## src/rtl/serial_add_seq.sv

```systemverilog
// serial_add_seq: bit-serial add/subtract sequencer sharing one full_adder cell, with optional saturation
module full_adder (
  output logic cout,
  output logic sum,
  input  logic a,
  input  logic b,
  input  logic cin
);
  assign sum  = a ^ b ^ cin;
  assign cout = (a & b) | (cin & (a ^ b));
endmodule

module serial_add_seq #(
  parameter int WIDTH = 16
) (
  input  logic             clk,
  input  logic             rst_n,
  input  logic             start,
  input  logic [WIDTH-1:0] a,
  input  logic [WIDTH-1:0] b,
  input  logic             sub,
  input  logic             sat,
  output logic             busy,
  output logic             done,
  output logic [WIDTH-1:0] result,
  output logic             ovfl,
  output logic             zero,
  output logic             neg
);
  localparam int CW = $clog2(WIDTH);
  typedef enum logic [1:0] {IDLE, RUN, DONE} state_t;
  state_t state;
  logic [CW-1:0] cnt;
  logic carry, sat_r, sign_a, sign_b, s, co, v, last;
  logic [WIDTH-1:0] opa, opb, sreg, raw, fin, bx;
  full_adder u_fa (.cout(co), .sum(s), .a(opa[0]), .b(opb[0]), .cin(carry));
  always_comb begin
    bx   = sub ? ~b : b;
    last = cnt == CW'(WIDTH - 1);
    raw  = {s, sreg[WIDTH-1:1]};
    v    = (sign_a == sign_b) && (raw[WIDTH-1] != sign_a);
    fin  = (sat_r && v) ? {sign_a, {(WIDTH-1){~sign_a}}} : raw;
  end
  always_ff @(posedge clk) begin
    if (!rst_n) begin
      state  <= IDLE;
      busy   <= 1'b0;
      done   <= 1'b0;
      result <= '0;
      ovfl   <= 1'b0;
      zero   <= 1'b0;
      neg    <= 1'b0;
      cnt    <= '0;
      carry  <= 1'b0;
      opa    <= '0;
      opb    <= '0;
      sreg   <= '0;
      sat_r  <= 1'b0;
      sign_a <= 1'b0;
      sign_b <= 1'b0;
    end else if (state != RUN && start) begin
      opa    <= a;
      opb    <= bx;
      carry  <= sub;
      sat_r  <= sat;
      sign_a <= a[WIDTH-1];
      sign_b <= bx[WIDTH-1];
      cnt    <= '0;
      state  <= RUN;
      busy   <= 1'b1;
      done   <= 1'b0;
    end else if (state == DONE) begin
      state <= IDLE;
      busy  <= 1'b0;
      done  <= 1'b0;
    end else if (state == RUN) begin
      sreg  <= raw;
      opa   <= opa >> 1;
      opb   <= opb >> 1;
      carry <= co;
      cnt   <= last ? cnt : cnt + 1'b1;
      if (last) begin
        result <= fin;
        ovfl   <= v;
        zero   <= fin == '0;
        neg    <= fin[WIDTH-1];
        state  <= DONE;
        done   <= 1'b1;
      end
    end
  end
endmodule

```

## config.mk

```make
export PLATFORM = sky130hd
export DESIGN_NAME = serial_add_seq
export DESIGN_NICKNAME = d
export VERILOG_FILES = /design/src/rtl/serial_add_seq.sv
export SDC_FILE = /design/constraint.sdc
export NUM_CORES = 1
export LEC_CHECK = 0
export ABC_AREA = 0
export CAP_MARGIN = 0
export CORE_MARGIN = 4
export CORE_UTILIZATION = 52
export DETAILED_ROUTE_END_ITERATION = 8
export GPL_ROUTABILITY_DRIVEN = 0
export PLACE_DENSITY = 0.79
export SLEW_MARGIN = 20
export SYNTH_ARGS = -nofsm -noshare
export SYNTH_HDL_FRONTEND = slang
export SYNTH_HIERARCHICAL = 1
export SYNTH_SLANG_ARGS = --single-unit
```

## constraint.sdc

```tcl
create_clock -name clk -period 2.3 [get_ports clk]
set_clock_uncertainty 0.1 [all_clocks]
set_input_delay 0.46 -clock clk [delete_from_list [all_inputs] [get_ports clk]]
set_output_delay 0.46 -clock clk [all_outputs]
set_load 0.02 [all_outputs]
```

# Word level (Yosys, flattened, before mapping)
# Cells that the tools add are included.
totals:
  regBits: 78
  in_bits: 37
  out_inout_bits: 21
  word_cells: 67
op_classes:
  n_addsub: 1
  eq_ne: 7
  mux: 17
  n_bitwise: 11
  n_reduce_logical: 16
ops:
  columns: ["cell", "count"]
  rows:
  - ["$mux 16", 8]
  - ["$logic_not 16->1", 1]
  - ["$not 16->16", 1]
  - ["$mux 1", 9]
  - ["$reduce_and 2->1", 3]
  - ["$reduce_and 3->1", 2]
  - ["$reduce_bool 3->1", 2]
  - ["$not 1->1", 5]
  - ["$add 4x1->4 const B", 1]
  - ["$eq 4x4->1 const B", 1]
  - ["$reduce_and 4->1", 1]
  - ["$reduce_bool 2->1", 2]
  - ["$logic_and 1x1->1", 3]
  - ["$reduce_or 3->1", 1]
  - ["$and 1x1->1", 2]
  - ["$eq 2x1->1 const B", 1]
  - ["$eq 2x2->1 const B", 1]
  - ["$ne 2x1->1 const B", 1]
  - ["$ne 2x2->1 const B", 1]
  - ["$reduce_or 2->1", 1]
  - ["$xor 1x1->1", 2]
  - ["$eq 1x1->1", 1]
  - ["$ne 1x1->1", 1]
  - ["$or 1x1->1", 1]

# Logic depth before layout (Yosys ltp)
# Gate-level depths: netlist of run 1.
depth:
  word_depth: 7
  depth_mapped: 7
  mapped_depth_nobuf: 5

# By module
# Netlist of run 1, hierarchy kept.
modules_own_cells:
  columns: ["module", "n_inst", "cells_each", "area_per_inst_um2", "seq_area_each_um2"]
  rows:
  - ["serial_add_seq", 1, 392, 3319.4, 1521.5]
  - ["full_adder", 1, 1, 20.0, 0.0]

# Least setup slack after synthesis of run 1
# Ideal clock, no wire load.
synth_timing:
  path_kind: "register -> register"
  from: "register opa[0]"
  to: "register zero"
  setup_ns: 0.084
  t_arrival_ns: 1.731
  required_ns: 2.116
  path_slack_ns: 0.385
  stages_incl_launch_ff: 6
  n_path_buf: 0
  synth_period_minus_slack_ns: 1.915
  path_cell_list: "dfxtp_1 fa_1 nor3b_4 o21ai_4 a211o_1 o31ai_2"
synth_between:
  elab_chain_cells: 7
synth_lines:
  columns: ["element", "line", "rtl"]
  rows:
  - ["from (decl)", "35", "logic [WIDTH-1:0] opa, opb, sreg, raw, fin, bx;"]
  - ["from (signal assigned)", "78", "opa <= opa >> 1;"]
  - ["$xor 1x1->1 (*) (2 in a row)", "9", "assign sum = a ^ b ^ cin;"]
  - ["via s", "34", "logic carry, sat_r, sign_a, sign_b, s, co, v, last;"]
  - ["$ne 1x1->1", "41", "v = (sign_a == sign_b) && (raw[WIDTH-1] != sign_a);"]
  - ["$logic_and 1x1->1", "41", null]
  - ["$logic_and 1x1->1", "42", "fin = (sat_r && v) ? {sign_a, {(WIDTH-1){~sign_a}}} : raw;"]
  - ["$mux 16 (*)", "42", null]
  - ["$logic_not 16->1 (*)", "85", "zero <= fin == '0;"]
  - ["to (signal assigned)", "51", "zero <= 1'b0;"]
  - ["to (signal assigned)", "85", null]
  - ["to (decl)", "27", "output logic zero,"]
# Mark *: on every way through the listed nets, which the timed path passes. The rest lies on a longest branch.
# A chain may end at the register's enable or synchronous reset.

# Worst setup path after layout of run 1
# Ends and elaborated chain as after synthesis.

==> impl_results.md, run 1 <==
* Total Power Consumption at between 0.002 and 0.003 W
* Area fraction of the dominant cell type after synthesis at between 40% and 50%
* Period minus WS final at roughly 2.1 ns
* TritonCTS sink count at 76
* Number of violations of the max-capacitance limit at 0
* Total detailed-routing wirelength at 7410 microns
* Total count of max-transition violations in the final report at 0
* Main area contributors after synthesis: sky130_fd_sc_hd__dfxtp_1 (46%), sky130_fd_sc_hd__a21oi_1 (9.7%), sky130_fd_sc_hd__a211oi_1 (7.4%), sky130_fd_sc_hd__nor2_1 (6.3%), sky130_fd_sc_hd__mux2i_1 (5.1%)
* Reg2reg start: opa[0]$_SDFFE_PN0P_
* Antenna violations before repair at 0
* Actual slew at the worst max-slew pin at 0.450 ns
* Total nets after synthesis at 432
* Placed standard-cell area at around 0.0040 sq mm
* GR Overflow Total at 0
* Ratio of total power to cell area at 680 mW/mm^2
* TritonCTS Buffers at 9
* Initial Util at between 50% and 60%
* Sequential element share of the synthesized area at 45.6%
* Area overhead of the layout relative to synthesis at 24.4%
* Post-CTS Setup Bufs at 0
* Syn Area/Cell at 8.50 sq um
* Clock Root Buffer: sky130_fd_sc_hd__clkbuf_8
* Count of flip-flops with a built-in enable after synthesis at 0
* Placed wire-length estimate after detailed placement at 5130 microns
* Worst reg2reg path endpoint: zero$_SDFFE_PN0P_
* Setup Total Neg Slack at 0 ns
* Top cells by count, synth: sky130_fd_sc_hd__dfxtp_1 (76), sky130_fd_sc_hd__a21oi_1 (65), sky130_fd_sc_hd__nor2_1 (56)
* Final Instance Area at 0.00415 sq mm
* Total number of vias at ~2,900
* Kind of capture point of the worst setup path: flip-flop
* Total Routing Usage GR at 20.5%
* Maximum clock frequency at between 0.4 and 0.5 GHz
* Count of mapped cells out of synthesis at 393
* Number of vias per cell after detailed routing at 5.59
* Worst min-delay path category: in2reg
* Std-Cell Core Area at between 0.006 and 0.007 sq mm
* Clock latency on the worst-skew pair at about 0.34 ns
* Vias in the first global route at 2,712
* Fraction of layout cells with a size suffix above 1 at 8.54%
* Global-route wire length before repair at 12,500 microns
* Synth area leader: sky130_fd_sc_hd__dfxtp_1
* Average wire per cell in the routed design at 14.2 microns
* CTS tree: built
* Clock transition at the registers of the reported paths at 0.07 ns
* Filler instances at 531
* Worst supply voltage drop on vdd at 565 uV
* Type of the worst setup path: reg2reg
* Number of non-filler instances in the completed layout at 520
* Number of cell instances on the worst register-to-register path at 5
* Hold slack at 0.356 ns
* Count of state elements after synthesis at 76
* Leakage power of the design at roughly 1.6 nW
* Most frequent cell after synthesis: sky130_fd_sc_hd__dfxtp_1
* Total standard cell area after synthesis at 0.00334 sq mm
* Critical Path Fanout Max at 16
* Run status: finished clean
* Number of buffers inserted for hold repair after clock tree synthesis at 0
* Setup repair after global routing missed its margin: false
* Ports placed on the boundary at between 50 and 60
* Endpoint arrival time on the critical path at ~2.3 ns
* Detail Route Antenna Nets at 0
* DRC at 0
* Flip-flop cell with the highest count after synthesis: sky130_fd_sc_hd__dfxtp_1
* Number of cells on the worst hold path at 2
* Number of warnings reported in the yosys synthesis log at 6
* Antenna cell count at 0
* Number of iterations in the first detailed-routing pass at 4
* Type of element launching the critical path: flip-flop
* Number of buffers between clock root and the deepest sink at 2
* Final Hold Viols at 0
* Core Rows at 28
* Worst min-delay path startpoint: start
* Hold Path End: opb[15]$_SDFFE_PN0P_
* Required time of the worst setup path at 2.46 ns
* Number of levels in the clock H-tree at 3
* Post-route clock period utilization at 91.4%
* Port-buffer cells at 57
* Cells after DPL at 504
* Final nets at approximately 480
* Die Ht at a little under 90 microns
* Die footprint at 0.00777 sq mm
* 1st-iter DRT viols at 147
* Async SR Flop Fraction at 0%
* Pin count of the biggest net entering global routing at 37
* Die X-Extent at about 88 microns
* Register-to-register setup slack at 0.20 ns
* PostCTS Resize Cnt at 0
* Slew HR at 70.0%
* Count of unique library cells instantiated by Yosys at 39
* Setup Viol. Count Final at 0
per-stage QoR:
| stage | setup WS [ns] | util, % |
|---|---|---|
| after floorplan | 0.385 | - |
| after global placement | 0.263 | 65.2 |
| after detailed placement | 0.217 | 65.2 |
| after CTS | 0.197 | 68.5 |
| after global routing | 0.0330 | 68.5 |
| final | 0.198 | 68.5 |
worst max path at each step:
stage                                   start                end  slack [ns]
after global placement    opa[0]$_SDFFE_PN0P_  zero$_SDFFE_PN0P_        0.26
after floorplan           opa[0]$_SDFFE_PN0P_  zero$_SDFFE_PN0P_        0.38
after CTS                 opa[0]$_SDFFE_PN0P_  zero$_SDFFE_PN0P_        0.20
final                     opa[0]$_SDFFE_PN0P_  zero$_SDFFE_PN0P_        0.20
after detailed placement  opa[0]$_SDFFE_PN0P_  zero$_SDFFE_PN0P_        0.22
after global routing      opa[0]$_SDFFE_PN0P_  zero$_SDFFE_PN0P_        0.03
cell families after synthesis:
| kind of cell | synth area share (%) |
|---|---|
| flip-flops | 45.6 |
| adder cells (fa/ha/maj) | 0.974 |
| multiplexers | 5.10 |
| AND/OR/NAND/NOR | 16.1 |
| AO/OA/AOI/OAI | 22.1 |
| buffers and inverters | 5.36 |
| XOR/XNOR | 4.72 |
power by group:
part	switching [W]	internal [W]
registers	0.0000410	0.00137
clock network	0.000471	0.000553
logic	0.000194	0.000190
total	0.000706	0.00212
critical path, cell delays in order, from the launching register on:
cell and delay, ns:
sky130_fd_sc_hd__dfxtp_1 0.34, sky130_fd_sc_hd__fa_1 0.62, sky130_fd_sc_hd__and3b_1 0.23, sky130_fd_sc_hd__o21ai_4 0.35, sky130_fd_sc_hd__a31oi_1 0.16, sky130_fd_sc_hd__o31ai_2 0.22
layout make-up:
| class | instances | area, sq um | area share (%) |
|---|---|---|---|
| Multi-Input combinational cell | 282 | 1640 | 39.6 |
| Tap cell | 75 | 93.8 | 2.26 |
| Timing Repair Buffer | 70 | 688 | 16.6 |
| Sequential cell | 76 | 1520 | 36.6 |
| Clock buffer | 11 | 151 | 3.65 |
| Clock inverter | 5 | 50.0 | 1.21 |
| Inverter | 1 | 3.75 | 0.0904 |
flip-flops by register name, indices dropped and copies added, names as in the netlist, 2 cells and up:
register  cells
state         2
opb          16
cnt           4
result       16
sreg         15
opa          16
cell usage in the layout (no fill, tap or decap), types with 2 or more instances in the layout:
cell	netlist	layout
sky130_fd_sc_hd__nand3_1	7	7
sky130_fd_sc_hd__a211o_1	2	2
sky130_fd_sc_hd__o21ai_1	15	15
sky130_fd_sc_hd__buf_4	3	11
sky130_fd_sc_hd__nor2_1	56	56
sky130_fd_sc_hd__xnor2_1	16	16
sky130_fd_sc_hd__buf_12	0	2
sky130_fd_sc_hd__nor3b_1	2	2
sky130_fd_sc_hd__nor3_1	4	4
sky130_fd_sc_hd__a21oi_1	65	65
sky130_fd_sc_hd__a31oi_1	3	3
sky130_fd_sc_hd__clkbuf_8	0	11
sky130_fd_sc_hd__clkdlybuf4s50_1	0	56
sky130_fd_sc_hd__xor2_1	2	2
sky130_fd_sc_hd__nand2_1	41	41
sky130_fd_sc_hd__mux2i_1	17	17
sky130_fd_sc_hd__a211oi_1	33	33
sky130_fd_sc_hd__dfxtp_1	76	76
sky130_fd_sc_hd__clkinv_2	0	4
metal layers:
layer | routed length, microns | vias up | global-route usage [%]
met5 | 0 | - | 0
met4 | 93 | 0 | 7.28
met3 | 366 | 7 | 5.36
met2 | 3660 | 62 | 34.1
met1 | 3290 | 1360 | 25.8
li1 | - | 1477 | -
Power figures use the tool's default switching activity.
==> run 2: changes to the inputs <==
--- a/config.mk
+++ b/config.mk
@@ -6,7 +6,7 @@
 export NUM_CORES = 1
 export LEC_CHECK = 0
 export ABC_AREA = 0
-export CAP_MARGIN = 0
+export CAP_MARGIN = 20
 export CORE_MARGIN = 4
 export CORE_UTILIZATION = 52
 export DETAILED_ROUTE_END_ITERATION = 8
==> results of run 2 <==
No change in the layout: final DEF, timing and power equal those of run 1.
==> run 3: changes to the inputs <==
--- a/config.mk
+++ b/config.mk
@@ -7,7 +7,7 @@
 export LEC_CHECK = 0
 export ABC_AREA = 0
 export CAP_MARGIN = 20
-export CORE_MARGIN = 4
+export CORE_MARGIN = 2
 export CORE_UTILIZATION = 52
 export DETAILED_ROUTE_END_ITERATION = 8
 export GPL_ROUTABILITY_DRIVEN = 0
==> constraint.sdc (replaced) <==
create_clock -name clk -period 2.3 [get_ports clk]
set_clock_uncertainty 0.1 [all_clocks]
set_input_delay 0.69 -clock clk [delete_from_list [all_inputs] [get_ports clk]]
set_output_delay 0.69 -clock clk [all_outputs]
set_load 0.02 [all_outputs]
==> impl_results.md, run 3 (synthesis results as in run 1) <==
* Clock latency on the worst-skew pair at 0.34 ns
* Number of iterations in the first detailed-routing pass at 5
* Core Rows at 29
* Placed wire-length estimate after detailed placement at 4680 microns
* Combinational share of power at 13.3%
* Fraction of the core area covered by cells at the end of the flow at ~67%
* Worst min-delay path startpoint: result[3]$_SDFFE_PN0P_
* Total Routing Usage GR at 20.6%
* P_int at 0.00220 W
* TritonCTS sink count at 76
* Die Ht at 84.1 microns
* TritonCTS Buffers at 9
* Biggest registers after layout: opa x16, opb x16, result x16
* Register-to-register setup slack at 0.11 ns
* Clock transition at the registers of the reported paths at roughly 0.070 ns
* Library cell contributing the largest single delay on the critical path: sky130_fd_sc_hd__clkdlybuf4s50_1
* Critical Path Fanout Max at 5
* Clock Root Buffer: sky130_fd_sc_hd__clkbuf_8
* Worst supply voltage drop on vdd at 654 uV
* Area overhead of the layout relative to synthesis at 25.9%
* Setup Total Neg Slack at 0 ns
* Fraction of layout cells with a size suffix above 1 at 8.11%
* Total number of cells along the worst setup path at 1
* Antenna violations before repair at 0
* Commonest cells after routing, fill and taps aside: sky130_fd_sc_hd__dfxtp_1 (76), sky130_fd_sc_hd__a21oi_1 (65), sky130_fd_sc_hd__nor2_1 (56), sky130_fd_sc_hd__clkdlybuf4s50_1 (56), sky130_fd_sc_hd__nand2_1 (41)
* Ports placed on the boundary at 58
* Total number of vias at 2,886
* Kind of capture point of the worst setup path: primary output
* Number of vias per cell after detailed routing at about 5.5
* Actual slew at the worst max-slew pin at 0.442 ns
* GR Overflow Total at 0
* Number of cells on the worst hold path at 2
* 1st-iter DRT viols at 123
* PostCTS Resize Cnt at 0
* Switching power as a share of total power at 24.1%
* Reg2reg start: opa[0]$_SDFFE_PN0P_
* Sequential share of power at 48.7%
* Number of levels in the clock H-tree at 3
* Worst reg2reg path endpoint: result[2]$_SDFFE_PN0P_
* Leakage power of the design at 1.57 nW
* Number of buffers inserted for hold repair after clock tree synthesis at 0
* Hold Path End: result[3]$_SDFFE_PN0P_
* Final Hold Viols at 0
* Initial Util at 53.2%
* DRC at 0
* Power spent charging and discharging nets at 0.000699 W
* Maximum clock frequency at between 0.4 and 0.5 GHz
* Endpoint arrival time on the critical path at 1.45 ns
* Final nets at 478
* Port-buffer cells at 57
* Type of element launching the critical path: flip-flop
* Detail Route Antenna Nets at 0
* Total detailed-routing wirelength at 7080 microns
* Cells after DPL at between 500 and 600
* Number of violations of the max-capacitance limit at 0
* Worst min-delay path category: reg2reg
* Max stage delay on crit path at 0.65 ns
* Setup Viol. Count Final at 0
* Required time of the worst setup path at around 1.5 ns
* Antenna cell count at 0
* Most common cell after layout, fill and taps aside: sky130_fd_sc_hd__dfxtp_1
* Period minus WS final at around 2.2 ns
* Die footprint at 0.00708 sq mm
* Clock power share at between 30 and 40%
* Post-route clock period utilization at 97.3%
* Total count of max-transition violations in the final report at 0
* Worst Slack Setup Final at between 0.06 and 0.07 ns
* Die X-Extent at approximately 84 microns
* Number of cell instances on the worst register-to-register path at 6
* Number of non-filler instances in the completed layout at 521
* Family with the most delay on the worst path: buffers and inverters
* Run status: finished clean
* Std-Cell Core Area at 0.00628 sq mm
* Global-route wire length before repair at 12,000 microns
* Vias in the first global route at about 2,700
* Critical path cell sequence: clkdlybuf4s50_1
* Type of the worst setup path: reg2out
* CTS tree: built
* Worst Path Buf+Inv at 1
* Ratio of total power to cell area at a little under 700 mW/mm^2
* Slew HR at 70.6%
* Total Power Consumption at 0.00290 W
* Post-CTS Setup Bufs at 0
* Placement-stage worst setup slack at 0.123 ns
* Pin count of the biggest net entering global routing at 46
* Number of buffers between clock root and the deepest sink at 2
* Average wire per cell in the routed design at 13.6 microns
-- run 3: cell count changes in the layout (fill, tap and decap cells not counted), sizes merged --
cell    before  now
clkinv       4    3
buf         14   13
bufinv       1    2
-- run 3: through the flow --
step	instance area, sq um	hold WS [ns]
after global placement	3960	0.346
after floorplan	3340	0.349
after global routing	4210	0.417
after CTS	4180	0.378
after detailed placement	3960	0.368
final	4210	0.374
-- run 3: layer usage --
metal / up-vias / track usage [%] / part of all wire, %
li1: 1470 / - / -
met1: 1351 / 25.6 / 45
met2: 63 / 34.7 / 49
met3: 2 / 6.78 / 5.2
met4: 0 / 4.84 / 0.35
met5: - / 0 / 0
-- run 3: power groups by stage --
stage / Clock, W / Combinational [W] / Sequential (W)
2_1_floorplan: 0 / 0.000256 / 0.00143
4_1_cts: 0.00112 / 0.000380 / 0.00141
3_3_place_gp: 0 / 0.000370 / 0.00144
5_1_grt: 0.00117 / 0.000428 / 0.00142
3_5_place_dp: 0 / 0.000378 / 0.00144
6_report: 0.00110 / 0.000384 / 0.00141
-- run 3: area by class of cell --
cell class | instances | area, sq um
inverters | 1 | 3.75
flip-flops and latches | 76 | 1520
fillers | 524 | 2070
well taps | 77 | 96.3
multi-input cells | 282 | 1650
clock buffers | 11 | 141
clock inverters | 5 | 75.1
repair buffers | 69 | 718
-- run 3: how the worst max path moves through the flow --
stage	from	to	slack (ns)
after floorplan	opa[0]$_SDFFE_PN0P_	zero$_SDFFE_PN0P_	0.38
final	state[1]$_SDFFE_PP0P_	done	0.06
after detailed placement	opa[0]$_SDFFE_PN0P_	zero$_SDFFE_PN0P_	0.12
after global routing	opa[0]$_SDFFE_PN0P_	zero$_SDFFE_PN0P_	-0.004
after global placement	opa[0]$_SDFFE_PN0P_	zero$_SDFFE_PN0P_	0.20
after CTS	state[1]$_SDFFE_PP0P_	done	0.06
